File: config.mk
export PLATFORM = sky130hd
export DESIGN_NAME = dma_w_burst_ctrl_flat
export DESIGN_NICKNAME = d
export VERILOG_FILES = /design/src/rtl/dma_w_burst_ctrl_if.sv /design/src/rtl/dma_w_burst_ctrl.sv /design/src/flat_wrapper.sv
export SDC_FILE = /design/constraint.sdc
export NUM_CORES = 1
export LEC_CHECK = 0
export CAP_MARGIN = 0
export CELL_PAD_IN_SITES_DETAIL_PLACEMENT = 0
export CELL_PAD_IN_SITES_GLOBAL_PLACEMENT = 1
export CORE_ASPECT_RATIO = 1.75
export CORE_UTILIZATION = 56
export CTS_BUF_LIST = sky130_fd_sc_hd__clkbuf_4 sky130_fd_sc_hd__clkbuf_8
export DETAILED_ROUTE_END_ITERATION = 10
export PLACE_DENSITY = 0.86
export REMOVE_ABC_BUFFERS = 1
export SETUP_SLACK_MARGIN = 0.1
export SLEW_MARGIN = 20
export SYNTH_ARGS = -nofsm -noshare
export SYNTH_HDL_FRONTEND = slang
export SYNTH_SLANG_ARGS = --single-unit
File: constraint.sdc
create_clock -name clk -period 9.65 [get_ports clk]
set_input_delay 0.965 -clock clk [delete_from_list [all_inputs] [get_ports clk]]
set_output_delay 0.965 -clock clk [all_outputs]
set_load 0.01 [all_outputs]
File: src/rtl/dma_w_burst_ctrl_if.sv
// Command, source-stream and engine-side signals of the write burst controller.
interface dma_w_burst_ctrl_if #(
    parameter int ADDR_W = 32,
    parameter int DATA_W = 32,
    parameter int LEN_W  = 16
);
    // command / status
    logic              start;
    logic [ADDR_W-1:0] start_addr;
    logic [LEN_W-1:0]  xfer_len;
    logic              busy;
    logic              done;
    logic              err;
    // source word stream
    logic              s_valid;
    logic [DATA_W-1:0] s_data;
    logic              s_ready;
    // engine databus / config
    logic              eng_valid;
    logic [ADDR_W-1:0] eng_addr;
    logic [DATA_W-1:0] eng_wdata;
    logic [DATA_W/8-1:0] eng_wstrb;
    logic [7:0]        eng_len;
    logic              eng_ready;
    logic              eng_dma_ready;
    logic              eng_error;

    // controller side
    modport slave (
        input  start, start_addr, xfer_len, s_valid, s_data,
               eng_ready, eng_dma_ready, eng_error,
        output busy, done, err, s_ready,
               eng_valid, eng_addr, eng_wdata, eng_wstrb, eng_len
    );

    // command issuer / source / engine side
    modport master (
        output start, start_addr, xfer_len, s_valid, s_data,
               eng_ready, eng_dma_ready, eng_error,
        input  busy, done, err, s_ready,
               eng_valid, eng_addr, eng_wdata, eng_wstrb, eng_len
    );
endinterface

File: src/rtl/dma_w_burst_ctrl.sv
// Write-side burst controller: buffers the source stream in a show-ahead
// FIFO and cuts a transfer into INCR bursts (<= MAX_BEATS, no 4 KB crossing),
// presenting each burst to the engine only once all its words are buffered.
module dma_w_burst_ctrl #(
    parameter int ADDR_W    = 32,
    parameter int DATA_W    = 32,
    parameter int LEN_W     = 16,
    parameter int MAX_BEATS = 16,
    parameter int FIFO_AW   = 5
) (
    input  logic             clk,
    input  logic             rst,
    dma_w_burst_ctrl_if.slave bus
);
    localparam int BYTES = DATA_W / 8;
    localparam int BSH   = $clog2(BYTES);
    localparam int DEPTH = 1 << FIFO_AW;
    localparam logic [FIFO_AW:0] FULL_CNT = (FIFO_AW + 1)'(DEPTH);

    typedef enum logic [2:0] {
        IDLE  = 3'd0,
        CALC  = 3'd1,
        FILL  = 3'd2,
        BURST = 3'd3,
        RESP  = 3'd4
    } state_t;

    state_t state_q, state_d;

    // ---------------- FIFO ----------------
    logic [DATA_W-1:0]  mem_q [DEPTH];
    logic [FIFO_AW-1:0] wr_ptr_q, rd_ptr_q;
    logic [FIFO_AW:0]   count_q;
    logic               rdy_en_q;   // keeps s_ready low until the first edge after reset
    logic               push, pop;

    assign bus.s_ready = rdy_en_q && (count_q != FULL_CNT);
    assign push        = bus.s_valid && bus.s_ready;
    // Pops only count in BURST; the count guard is belt-and-braces since FILL
    // already guarantees the whole burst is buffered.
    assign pop         = (state_q == BURST) && bus.eng_ready && (count_q != '0);

    // FIFO storage; contents need no reset because the pointers are flushed
    always_ff @(posedge clk) begin
        if (push) mem_q[wr_ptr_q] <= bus.s_data;
    end

    // FIFO pointers, occupancy and ready enable
    always_ff @(posedge clk or negedge rst) begin
        if (!rst) begin
            wr_ptr_q <= '0;
            rd_ptr_q <= '0;
            count_q  <= '0;
            rdy_en_q <= 1'b0;
        end else begin
            rdy_en_q <= 1'b1;
            if (push) wr_ptr_q <= wr_ptr_q + 1'b1;
            if (pop)  rd_ptr_q <= rd_ptr_q + 1'b1;
            case ({push, pop})
                2'b10:   count_q <= count_q + 1'b1;
                2'b01:   count_q <= count_q - 1'b1;
                default: count_q <= count_q;
            endcase
        end
    end

    // ---------------- burst control ----------------
    logic [ADDR_W-1:0] cur_addr_q, cur_addr_d;
    logic [LEN_W-1:0]  remaining_q, remaining_d;
    logic [8:0]        beats_q, beats_d;
    logic [8:0]        popped_q, popped_d;
    logic [ADDR_W-1:0] eng_addr_q, eng_addr_d;
    logic [7:0]        eng_len_q, eng_len_d;
    logic              eng_valid_q, eng_valid_d;
    logic              done_q, done_d;
    logic              err_q, err_d;

    logic [12:0]       room_bytes;
    logic [12:0]       room_beats;
    logic [31:0]       lim;
    logic [8:0]        beats_calc;
    logic [LEN_W-1:0]  rem_next;

    // Burst size: smallest of words left, MAX_BEATS and beats to the 4 KB edge
    always_comb begin
        room_bytes = 13'h1000 - {1'b0, cur_addr_q[11:0]};
        room_beats = room_bytes >> BSH;
        lim        = MAX_BEATS;
        if (32'(remaining_q) < lim) lim = 32'(remaining_q);
        if (32'(room_beats) < lim)  lim = 32'(room_beats);
        beats_calc = 9'(lim);
    end

    // Controller state and datapath registers
    always_ff @(posedge clk or negedge rst) begin
        if (!rst) begin
            state_q     <= IDLE;
            cur_addr_q  <= '0;
            remaining_q <= '0;
            beats_q     <= '0;
            popped_q    <= '0;
            eng_addr_q  <= '0;
            eng_len_q   <= '0;
            eng_valid_q <= 1'b0;
            done_q      <= 1'b0;
            err_q       <= 1'b0;
        end else begin
            state_q     <= state_d;
            cur_addr_q  <= cur_addr_d;
            remaining_q <= remaining_d;
            beats_q     <= beats_d;
            popped_q    <= popped_d;
            eng_addr_q  <= eng_addr_d;
            eng_len_q   <= eng_len_d;
            eng_valid_q <= eng_valid_d;
            done_q      <= done_d;
            err_q       <= err_d;
        end
    end

    // Next-state and register updates
    always_comb begin
        state_d     = state_q;
        cur_addr_d  = cur_addr_q;
        remaining_d = remaining_q;
        beats_d     = beats_q;
        popped_d    = popped_q;
        eng_addr_d  = eng_addr_q;
        eng_len_d   = eng_len_q;
        eng_valid_d = eng_valid_q;
        done_d      = 1'b0;
        err_d       = err_q;
        rem_next    = remaining_q - LEN_W'(beats_q);

        case (state_q)
            IDLE: begin
                if (bus.start) begin
                    err_d = 1'b0;
                    if (bus.xfer_len != '0) begin
                        cur_addr_d  = bus.start_addr & ~ADDR_W'(BYTES - 1);
                        remaining_d = bus.xfer_len;
                        state_d     = CALC;
                    end else begin
                        done_d = 1'b1;
                    end
                end
            end
            CALC: begin
                beats_d    = beats_calc;
                eng_addr_d = cur_addr_q;
                eng_len_d  = 8'(beats_calc - 9'd1);
                popped_d   = '0;
                state_d    = FILL;
            end
            FILL: begin
                if (32'(count_q) >= 32'(beats_q)) begin
                    eng_valid_d = 1'b1;
                    state_d     = BURST;
                end
            end
            BURST: begin
                if (pop) begin
                    popped_d = popped_q + 9'd1;
                    // drop valid together with the last pop so it is never seen in RESP
                    if (popped_q + 9'd1 == beats_q) begin
                        eng_valid_d = 1'b0;
                        state_d     = RESP;
                    end
                end
            end
            RESP: begin
                if (bus.eng_dma_ready) begin
                    err_d       = err_q | bus.eng_error;
                    remaining_d = rem_next;
                    cur_addr_d  = cur_addr_q + (ADDR_W'(beats_q) << BSH);
                    // an engine error abandons the rest; buffered words stay queued
                    if (rem_next == '0 || bus.eng_error) begin
                        state_d = IDLE;
                        done_d  = 1'b1;
                    end else begin
                        state_d = CALC;
                    end
                end
            end
            default: state_d = IDLE;
        endcase
    end

    assign bus.busy      = (state_q != IDLE);
    assign bus.done      = done_q;
    assign bus.err       = err_q;
    assign bus.eng_valid = eng_valid_q;
    assign bus.eng_addr  = eng_addr_q;
    assign bus.eng_len   = eng_len_q;
    assign bus.eng_wdata = mem_q[rd_ptr_q];
    assign bus.eng_wstrb = '1;
endmodule

File: src/flat_wrapper.sv
// flat-port wrapper written by rule: the top's interface ports become plain ports
module dma_w_burst_ctrl_flat 
#(
    parameter int ADDR_W    = 32,
    parameter int DATA_W    = 32,
    parameter int LEN_W     = 16,
    parameter int MAX_BEATS = 16,
    parameter int FIFO_AW   = 5
)
  (clk, rst, bus_start, bus_start_addr, bus_xfer_len, bus_s_valid, bus_s_data, bus_eng_ready, bus_eng_dma_ready, bus_eng_error, bus_busy, bus_done, bus_err, bus_s_ready, bus_eng_valid, bus_eng_addr, bus_eng_wdata, bus_eng_wstrb, bus_eng_len);
  dma_w_burst_ctrl_if #(.ADDR_W(ADDR_W), .DATA_W(DATA_W), .LEN_W(LEN_W)) bus_i ();
  input  logic clk;
  input  logic rst;
  input wire logic [$bits(bus_i.start)-1:0] bus_start;
  input wire logic [$bits(bus_i.start_addr)-1:0] bus_start_addr;
  input wire logic [$bits(bus_i.xfer_len)-1:0] bus_xfer_len;
  input wire logic [$bits(bus_i.s_valid)-1:0] bus_s_valid;
  input wire logic [$bits(bus_i.s_data)-1:0] bus_s_data;
  input wire logic [$bits(bus_i.eng_ready)-1:0] bus_eng_ready;
  input wire logic [$bits(bus_i.eng_dma_ready)-1:0] bus_eng_dma_ready;
  input wire logic [$bits(bus_i.eng_error)-1:0] bus_eng_error;
  output wire logic [$bits(bus_i.busy)-1:0] bus_busy;
  output wire logic [$bits(bus_i.done)-1:0] bus_done;
  output wire logic [$bits(bus_i.err)-1:0] bus_err;
  output wire logic [$bits(bus_i.s_ready)-1:0] bus_s_ready;
  output wire logic [$bits(bus_i.eng_valid)-1:0] bus_eng_valid;
  output wire logic [$bits(bus_i.eng_addr)-1:0] bus_eng_addr;
  output wire logic [$bits(bus_i.eng_wdata)-1:0] bus_eng_wdata;
  output wire logic [$bits(bus_i.eng_wstrb)-1:0] bus_eng_wstrb;
  output wire logic [$bits(bus_i.eng_len)-1:0] bus_eng_len;
  assign bus_i.start = bus_start;
  assign bus_i.start_addr = bus_start_addr;
  assign bus_i.xfer_len = bus_xfer_len;
  assign bus_i.s_valid = bus_s_valid;
  assign bus_i.s_data = bus_s_data;
  assign bus_i.eng_ready = bus_eng_ready;
  assign bus_i.eng_dma_ready = bus_eng_dma_ready;
  assign bus_i.eng_error = bus_eng_error;
  assign bus_busy = bus_i.busy;
  assign bus_done = bus_i.done;
  assign bus_err = bus_i.err;
  assign bus_s_ready = bus_i.s_ready;
  assign bus_eng_valid = bus_i.eng_valid;
  assign bus_eng_addr = bus_i.eng_addr;
  assign bus_eng_wdata = bus_i.eng_wdata;
  assign bus_eng_wstrb = bus_i.eng_wstrb;
  assign bus_eng_len = bus_i.eng_len;
  dma_w_burst_ctrl #(.ADDR_W(ADDR_W), .DATA_W(DATA_W), .LEN_W(LEN_W), .MAX_BEATS(MAX_BEATS), .FIFO_AW(FIFO_AW)) u_core (.clk(clk), .rst(rst), .bus(bus_i));
endmodule
# Yosys cells after proc, flatten, opt, wreduce, memory -nomap -nowiden
# Memories as Yosys holds them, arrays and structs flattened.
# Index checks and enable logic that the tools add are counted.
# W data, S select, Z words.
# word_totals
output_inout_bits,81
regBits,129
mem_bits_rw,1024
word_cells,96
memories,1
# memory_table
memory,words,width,rd,rd_ports_with_merged_regs,write_ports,line_no,rtl
u_core.mem_q,32,32,1,0,1,dma_w_burst_ctrl.sv:31,logic [DATA_W-1:0] mem_q [DEPTH];
# op_classes
n_eq_ne,14
order_cmp,3
addsub,9
mux,35
bitwise,1
reduce_logical,19
# ops
operator,count
$mux W32,3
$mux W16,4
$pmux W32 S2,1
$add A32 B11 Y32,1
$pmux W16 S2,1
$mux W3,6
$mux W9,2
$pmux W9 S2,1
$logic_not A16 Y1,1
$lt A11 B16 Y1,1
$lt A16 B5 Y1 const B,1
$reduce_bool A16 Y1,1
$sub A16 B9 Y16,1
$pmux W3 S5,1
$sub A13 B12 Y13 const A,1
$mux W1,12
$pmux W6 S2,1
$add A5 B1 Y5 const B,2
$add A9 B1 Y9 const B,1
$eq A9 B9 Y1,1
$ge A6 B9 Y1,1
$reduce_and A4 Y1,2
$reduce_bool A2 Y1,4
$sub A8 B1 Y8 const B,1
other kinds (20),30

# Depth between registers and ports, before layout
# Gate-level depths: netlist (run 1).
# depth
word_depth,6
ltp_mapped,20
depth_no_buf,18

# Worst setup path before layout (run 1)
# Ideal clock, no wire load.
# synth_path
path_type,register -> register
startpoint,register u_core.cur_addr_q[6]
endpoint,register u_core.eng_len_q[6] (netlist: u_core.bus.eng_len[6])
path_buffers,1
t_arrival_ps,3746
path_stages_with_launch,19
slack_ps,5778
setup_ps,126
path_cell_list,dfrtp_1 > or3_1 > or4_1 > nor2_1 > nand2_1 > xor2_1 > ha_1 > a2111oi_0 > o21ai_0 > a21oi_1 > a21oi_1 > buf_2 > nor2_1 > a31oi_1 > ha_1 > nor4b_1 > mux2_2 > a221oi_1 > nand2_1
# synth_between
elab_chain_len,4
# synth_lines
element,line_no,rtl
"start, declared",dma_w_burst_ctrl.sv:68,"logic [ADDR_W-1:0] cur_addr_q, cur_addr_d;"
"start signal, assigned",dma_w_burst_ctrl.sv:109,cur_addr_q <= cur_addr_d;
$sub A13 B12 Y13 (*),dma_w_burst_ctrl.sv:86,"room_bytes = 13'h1000 - {1'b0, cur_addr_q[11:0]};"
$lt A11 B16 Y1,dma_w_burst_ctrl.sv:90,if (32'(room_beats) < lim) lim = 32'(room_beats);
$mux W9 (*),dma_w_burst_ctrl.sv:90,
$sub A8 B1 Y8 (*),dma_w_burst_ctrl.sv:151,eng_len_d = 8'(beats_calc - 9'd1);
"end signal, assigned",dma_w_burst_ctrl.sv:114,eng_len_q <= eng_len_d;
"end, declared",dma_w_burst_ctrl.sv:73,"logic [7:0] eng_len_q, eng_len_d;"
# Mark *: on every way between the ends. The rest lies on a longest branch, timed or not.
# A chain may end at the register's enable or synchronous reset.

# Final worst setup path (run 1)
# layout_path
startpoint,register u_core.rd_ptr_q[0]
endpoint,output bus_eng_wdata[15]
# layout_between
elab_chain_len,1
# layout_lines
element,line_no,rtl
"start, declared",dma_w_burst_ctrl.sv:32,"logic [FIFO_AW-1:0] wr_ptr_q, rd_ptr_q;"
"start signal, assigned",dma_w_burst_ctrl.sv:58,if (pop) rd_ptr_q <= rd_ptr_q + 1'b1;
$mem_v2 Z32 W32,--,
"end, declared",flat_wrapper.sv:28,output wire logic [$bits(bus_i.eng_wdata)-1:0] bus_eng_wdata;
# Every way passes these cells.

==> impl_metrics.ini, run 1 <==
[routing]
wire_per_inst_um = 28.5
routed_wl_um = 111000
vias = 24900
drc = 5
vias_per_cell = 6.38
drtIter0Drc = 2476
first_pass_iters = 8
ant_nets = 0

[yosys]
ys_seq_area_share_pct = 72.3
synth_cells = 2457
yosys_register_bits = 1149
ys_warn_count = 0
async_flop_share_pct = 10.9
synth.cell_area_um2 = 46800
synth-main-ff-cell = edfxtp_1
synth-edff-count = 1024
syn_avg_cell_area_um2 = 19.1
synthDistinctLibCells = 77

[clock_network]
cts_resized = 0
clock-sinks = 1149
cts_tree = built
numCtsBuffers = 153
cts_buffer_depth = 3
cts-root-buf = clkbuf_8
htreeDepth = 4
cts.clk_slew.worst_paths_ns = 0.07
hold_buffers = 0
clk_latency_ns = 0.83
post-cts-setup-buffers = 0

[critical_path]
reg2reg_slack_ns = 5.08
worstSetupStartpointType = flip-flop
cp.arrival_ns = 4.61
r2r_end = u_core.bus.eng_len[4]$_DFFE_PN0P_
path_class = flip-flop to output pin
required_ns = 8.69
r2r_cells = 19
endpoint_kind = output pin
crit_fanout = 112
reg2reg_from = u_core.cur_addr_q[5]$_DFFE_PN0P_

[placement]
port_buffers = 159
placedCellCount = 3610
hpwlAfterDp_um = 61900
globalplace.congestion = 0.840

[timing]
fin_crit_sh_pct = 57.8
hold_viol = 0
setup_tns_ns = 0
rsz0062_at_grt = false
fmax_mhz = 179
tightest_slew_ns = 1.25
slew_viol_final = 0
maxSlewHeadroom_pct = 16.5
min_period_ns = 5.58
setup_viol = 0
finClkSkew_ns = 0.0357

[floorplan]
core-area_um2 = 83000
die_area_um2 = 84800
die_h_um = 385
initial_core_util_pct = 56.4
num_rows = 140
die_w_um = 221
boundaryPins = 168

[cells_and_area]
area_growth_pct = 13.3
fin_cells = 3895
fillers = 5507
layout-drive-gt1-share_pct = 24.9
nets = 2838

[pwr]
ir_drop_uv = 253
leakagePower_uw = 0.0175
powerDensity_nw_per_um2 = 257

[status]
outcome = finished with violations
violations = design-rule violations

[flow_run]
drv_cap = 0

[global_route]
grt_pass1_wl_um = 164000
grt_pass1_vias = 26100
grt_overflow = 0
antenna_found_initial = 6
grt.total_usage_pct = 27.3
grt_max_degree = 170

[worst_hold_path]
min_path_type = primary input to async pin
## worst max-delay path by stage
stage	startpoint	end	slack (ns)
detailed placement	u_core.rd_ptr_q[0]$_DFFE_PN0P_	bus_eng_wdata[7]	4.84
global route	u_core.rd_ptr_q[0]$_DFFE_PN0P_	bus_eng_wdata[14]	3.76
floorplan	u_core.rd_ptr_q[0]$_DFFE_PN0P_	bus_eng_wdata[0]	-2.49
global placement	u_core.rd_ptr_q[0]$_DFFE_PN0P_	bus_eng_wdata[14]	4.87
finish	u_core.rd_ptr_q[0]$_DFFE_PN0P_	bus_eng_wdata[15]	4.07
CTS	u_core.rd_ptr_q[0]$_DFFE_PN0P_	bus_eng_wdata[7]	3.91
## state kept, by name, summed over array words and instances, names as in the netlist
register              count
u_core.mem_q           1024
u_core.bus.eng_addr      30
u_core.cur_addr_q        30
u_core.remaining_q       16
u_core.beats_q            9
u_core.popped_q           9
u_core.bus.eng_len        8
u_core.count_q            6
u_core.rd_ptr_q           5
u_core.wr_ptr_q           5
u_core.state_q            3
u_core.bus.done           1
u_core.bus.eng_valid      1
u_core.bus.err            1
u_core.rdy_en_q           1
## cell families (layout without fill, tap and decap cells)
group | after synthesis | after routing | synth area share, %
xor+xnor | 41 | 41 | 0.767
fa+ha+maj | 52 | 52 | 1.43
compound gates | 249 | 249 | 3.31
simple gates | 439 | 439 | 4.31
other cells | 2 | 15 | 0.0160
flops | 1149 | 1149 | 72.3
mux | 359 | 359 | 16.3
buf+inv | 166 | 526 | 1.51
## metal layers
metal,GRT usage [%],wire length (um)
met5,0,40
met4,12.6,4760
met3,5.53,8210
met2,48.4,60200
met1,31.5,37900
## worst max-delay path, stage by stage (launching register included)
cell             delay [ns]
dfrtp_4                0.97
buf_12                 0.70
mux4_2                 0.63
mux4_2                 0.51
mux2_2                 0.29
clkdlybuf4s50_1        0.55
## synthesized netlist by cell type, drive strengths merged, types with 4 or more instances
cell        n  share of area, %
edfxtp   1024                66
mux4      320                15
nand2     186               1.5
dfrtp     125               6.7
nor2      112              0.93
clkbuf     85              0.68
o21ai      75              0.80
a21oi      68              0.73
buf        48              0.56
ha         48               1.3
mux2       35              0.84
inv        31              0.25
xnor2      29              0.54
nor3       27              0.29
nand3      26              0.28
a31oi      13              0.17
o22ai      12              0.16
xor2       12              0.22
a21o       11              0.18
and3       11              0.15
nand4      11              0.15
nor2b      11              0.15
nor4       10              0.19
a211oi      9              0.14
nand2b      8              0.11
o31ai       8              0.14
or3         8              0.11
and2        6             0.080
nand3b      6             0.096
o22a        6              0.11
a2111oi     5              0.11
a2bb2oi     5             0.094
o21a        5             0.080
mux2i       4             0.085
nor4b       4             0.075
o21bai      4             0.064
## layout by cell type, fill, tap and decap left out, drive strengths merged, types with 7 or more instances in the layout
master	count
a21o	11
a21oi	68
o21ai	75
mux4	320
clkinv	74
buf	52
dfrtp	125
o31ai	8
clkinvlp	7
bufinv	11
nor3	27
nor2	112
nand2	186
xor2	12
a31oi	13
clkbuf	190
nor4	10
nand3	26
xnor2	29
o22ai	12
a211oi	9
edfxtp	1024
nand2b	8
clkdlybuf4s50	158
nor2b	11
and3	11
mux2	35
conb	13
ha	48
nand4	11
inv	34
or3	8
## layout make-up
type                       count  area (um2)  area share (%)
sequential                  1149       33900            63.9
multi-input combinational   1153       12500            23.7
clock buffer                 190        2420            4.56
timing repair buffer         210        2000            3.77
tap                         1065        1330            2.51
clock inverter                93         723            1.36
inverter                      33         124           0.234
antenna                        2        5.00         0.00943
## power by group
group,leakage (uW),total (uW),internal [uW],switching [uW]
logic,0.00504,3920,2080,1840
registers,0.0108,5950,5660,292
clock network,0.00164,3740,1960,1780
## stage by stage
step | cell area [um2] | util [%] | total power, uW | hold slack [ns] | setup WS (ns)
2_1_floorplan | 46300 | - | 9450 | 0.453 | -2.49
3_3_place_gp | 49900 | 60.1 | 9860 | 0.461 | 4.87
3_5_place_dp | 49900 | 60.1 | 9980 | 0.466 | 4.84
4_1_cts | 53000 | 63.9 | 13700 | 0.0441 | 3.91
5_1_grt | 53000 | 63.9 | 14200 | 0.105 | 3.76
6_report | 53000 | 63.9 | 13600 | 0.105 | 4.07
Power figures use the tool's default switching activity.
==> inputs of run 2 (changes only) <==
- CORE_UTILIZATION: 56 -> 50
- PLACE_DENSITY: 0.86 -> 0.81
- clock period: 9.65 -> 4.9 ns (I/O delays scaled with it)
==> impl_metrics.ini, run 2 (synthesis results as in run 1) <==
[clock_network]
numCtsBuffers = 159
cts_buffer_depth = 3
clock-sinks = 1149
cts-root-buf = clkbuf_8
htreeDepth = 4
cts_tree = built
cts.clk_slew.worst_paths_ns = 0.07
clk_latency_ns = 0.83

[routing]
wire_per_inst_um = 27.5
ant_nets = 0
vias_per_cell = 6.15
routed_wl_um = 111000
drtIter0Drc = 2389
first_pass_iters = 10
vias = 24900
drc = 28

[critical_path]
worstSetupStartpointType = flip-flop
reg2reg_from = u_core.cur_addr_q[6]$_DFFE_PN0P_
path_class = flip-flop to output pin
reg2reg_slack_ns = 0.53
r2r_end = u_core.bus.eng_len[6]$_DFFE_PN0P_
path_cells = buf_12 > mux4_2 > mux4_2 > mux2_2 > clkdlybuf4s50_1
crit_end = bus_eng_wdata[0]
endpoint_kind = output pin
r2r_cells = 17
worst_path_max_delay_cell = dfrtp_4
cp_slowest_stage_delay_ns = 0.81
critPathMostFrequentCell = mux4_2
cp.arrival_ns = 4.12
crit_fanout = 66
crit_start = u_core.rd_ptr_q[0]$_DFFE_PN0P_
required_ns = 4.41

[worst_hold_path]
min_path_type = primary input to flip-flop

[timing]
min_period_ns = 4.61
maxSlewHeadroom_pct = 27.6
fin_crit_sh_pct = 94.2
hold_viol = 0
setup_tns_ns = 0
slew_viol_final = 0
rsz0062_at_grt = true
hold_ws_ns = 0.262
setup_viol = 0
finClkSkew_ns = 0.0432
layout_setup_ws_ns = 0.287
fmax_mhz = 217
tightest_slew_ns = 1.08

[cells_and_area]
utilization_pct = 57.8
layout-drive-gt1-share_pct = 25.5
top_register = u_core.mem_q
largest_reg_flops = 1024
area_growth_pct = 14.8
nets = 2861
layout_common_cells = edfxtp_1, mux4_2, nand2_1
final_common_cell = edfxtp_1
stdcell_area_um2 = 53800

[pwr]
powerDensity_nw_per_um2 = 506
ir_drop_uv = 353
leakagePower_uw = 0.0177

[floorplan]
die_area_um2 = 94900
die_w_um = 233
boundaryPins = 168
core-area_um2 = 93000
initial_core_util_pct = 50.4
num_rows = 148
die_h_um = 407

[placement]
globalplace.congestion = 0.843
hpwlAfterDp_um = 62900
dpl_worst_slack_ns = 0.436
port_buffers = 159
place_area_um2 = 50500

[global_route]
grt_overflow = 0
grt_pass1_wl_um = 165000
antenna_found_initial = 5
grt.total_usage_pct = 24.2
grt_max_degree = 90
grt_pass1_vias = 26100

[flow_run]
drv_cap = 0

[status]
outcome = finished with violations
violations = design-rule violations
==> run 2: cell types whose count changed in the layout (fill, tap and decap cells not counted), moves of 4 or more <==
cell | previous run | this run
buf_12 | 2 | 24
clkbuf_8 | 159 | 169
buf_4 | 49 | 42
clkinv_2 | 31 | 26
clkinv_1 | 43 | 39
==> run 2: worst min path at each step <==
stage                                        start                             endpoint  slack [ns]  cells past startpoint
5_1_grt                         bus_start_addr[29]    u_core.cur_addr_q[29]$_DFFE_PN0P_        0.25                      3
2_1_floorplan                                  rst        u_core.beats_q[0]$_DFFE_PN0P_        0.19                      0
3_3_place_gp   u_core.bus.eng_addr[29]$_DFFE_PN0P_  u_core.bus.eng_addr[29]$_DFFE_PN0P_        0.46                      2
6_report                         bus_start_addr[8]     u_core.cur_addr_q[8]$_DFFE_PN0P_        0.26                      3
3_5_place_dp   u_core.bus.eng_addr[19]$_DFFE_PN0P_  u_core.bus.eng_addr[19]$_DFFE_PN0P_        0.46                      2
4_1_cts                          bus_start_addr[8]     u_core.cur_addr_q[8]$_DFFE_PN0P_        0.19                      3
==> run 2: cell type report <==
class                      instances  area, um2
antenna                            2       5.00
clock buffer                     203       2580
timing repair buffer             227       2410
multi-input combinational       1153      12500
fill                            6687      39200
clock inverter                    86        714
sequential                      1149      33900
inverter                          33        124
tap                             1200       1500
==> run 2: metrics by stage <==
stage          cells  power [uW]
6_report        4053       27200
5_1_grt         4052       28300
4_1_cts         4051       27500
3_5_place_dp    3761       19900
3_3_place_gp    3761       19700
2_1_floorplan   2335       17300
==> run 2: power by group <==
part | switching [uW] | internal, uW
registers | 645 | 11100
logic | 3580 | 4190
clock network | 3610 | 4060
total | 7830 | 19400
==> run 2: critical path, delay by kind of cell, from the launching register on <==
family / cells / cell delay, ns
buf+inv: 2 / 1.00
flops: 1 / 0.81
mux: 3 / 1.38
==> run 2: timing repair <==
action                                  in CTS  in global routing
hold endpoints to repair                    88                  0
endpoints found under the setup margin       0                  3
resized for setup                            0                  2
buffers inserted                             0                  0
hold buffers                                 1                  0
==> run 2: layer usage <==
layer | vias up | routed length (um) | track usage, %
met5 | - | 48 | 0
met4 | 8 | 4580 | 10.0
met3 | 284 | 8310 | 5.29
met2 | 1186 | 59100 | 42.2
met1 | 12900 | 39500 | 28.8
li1 | 10500 | - | -
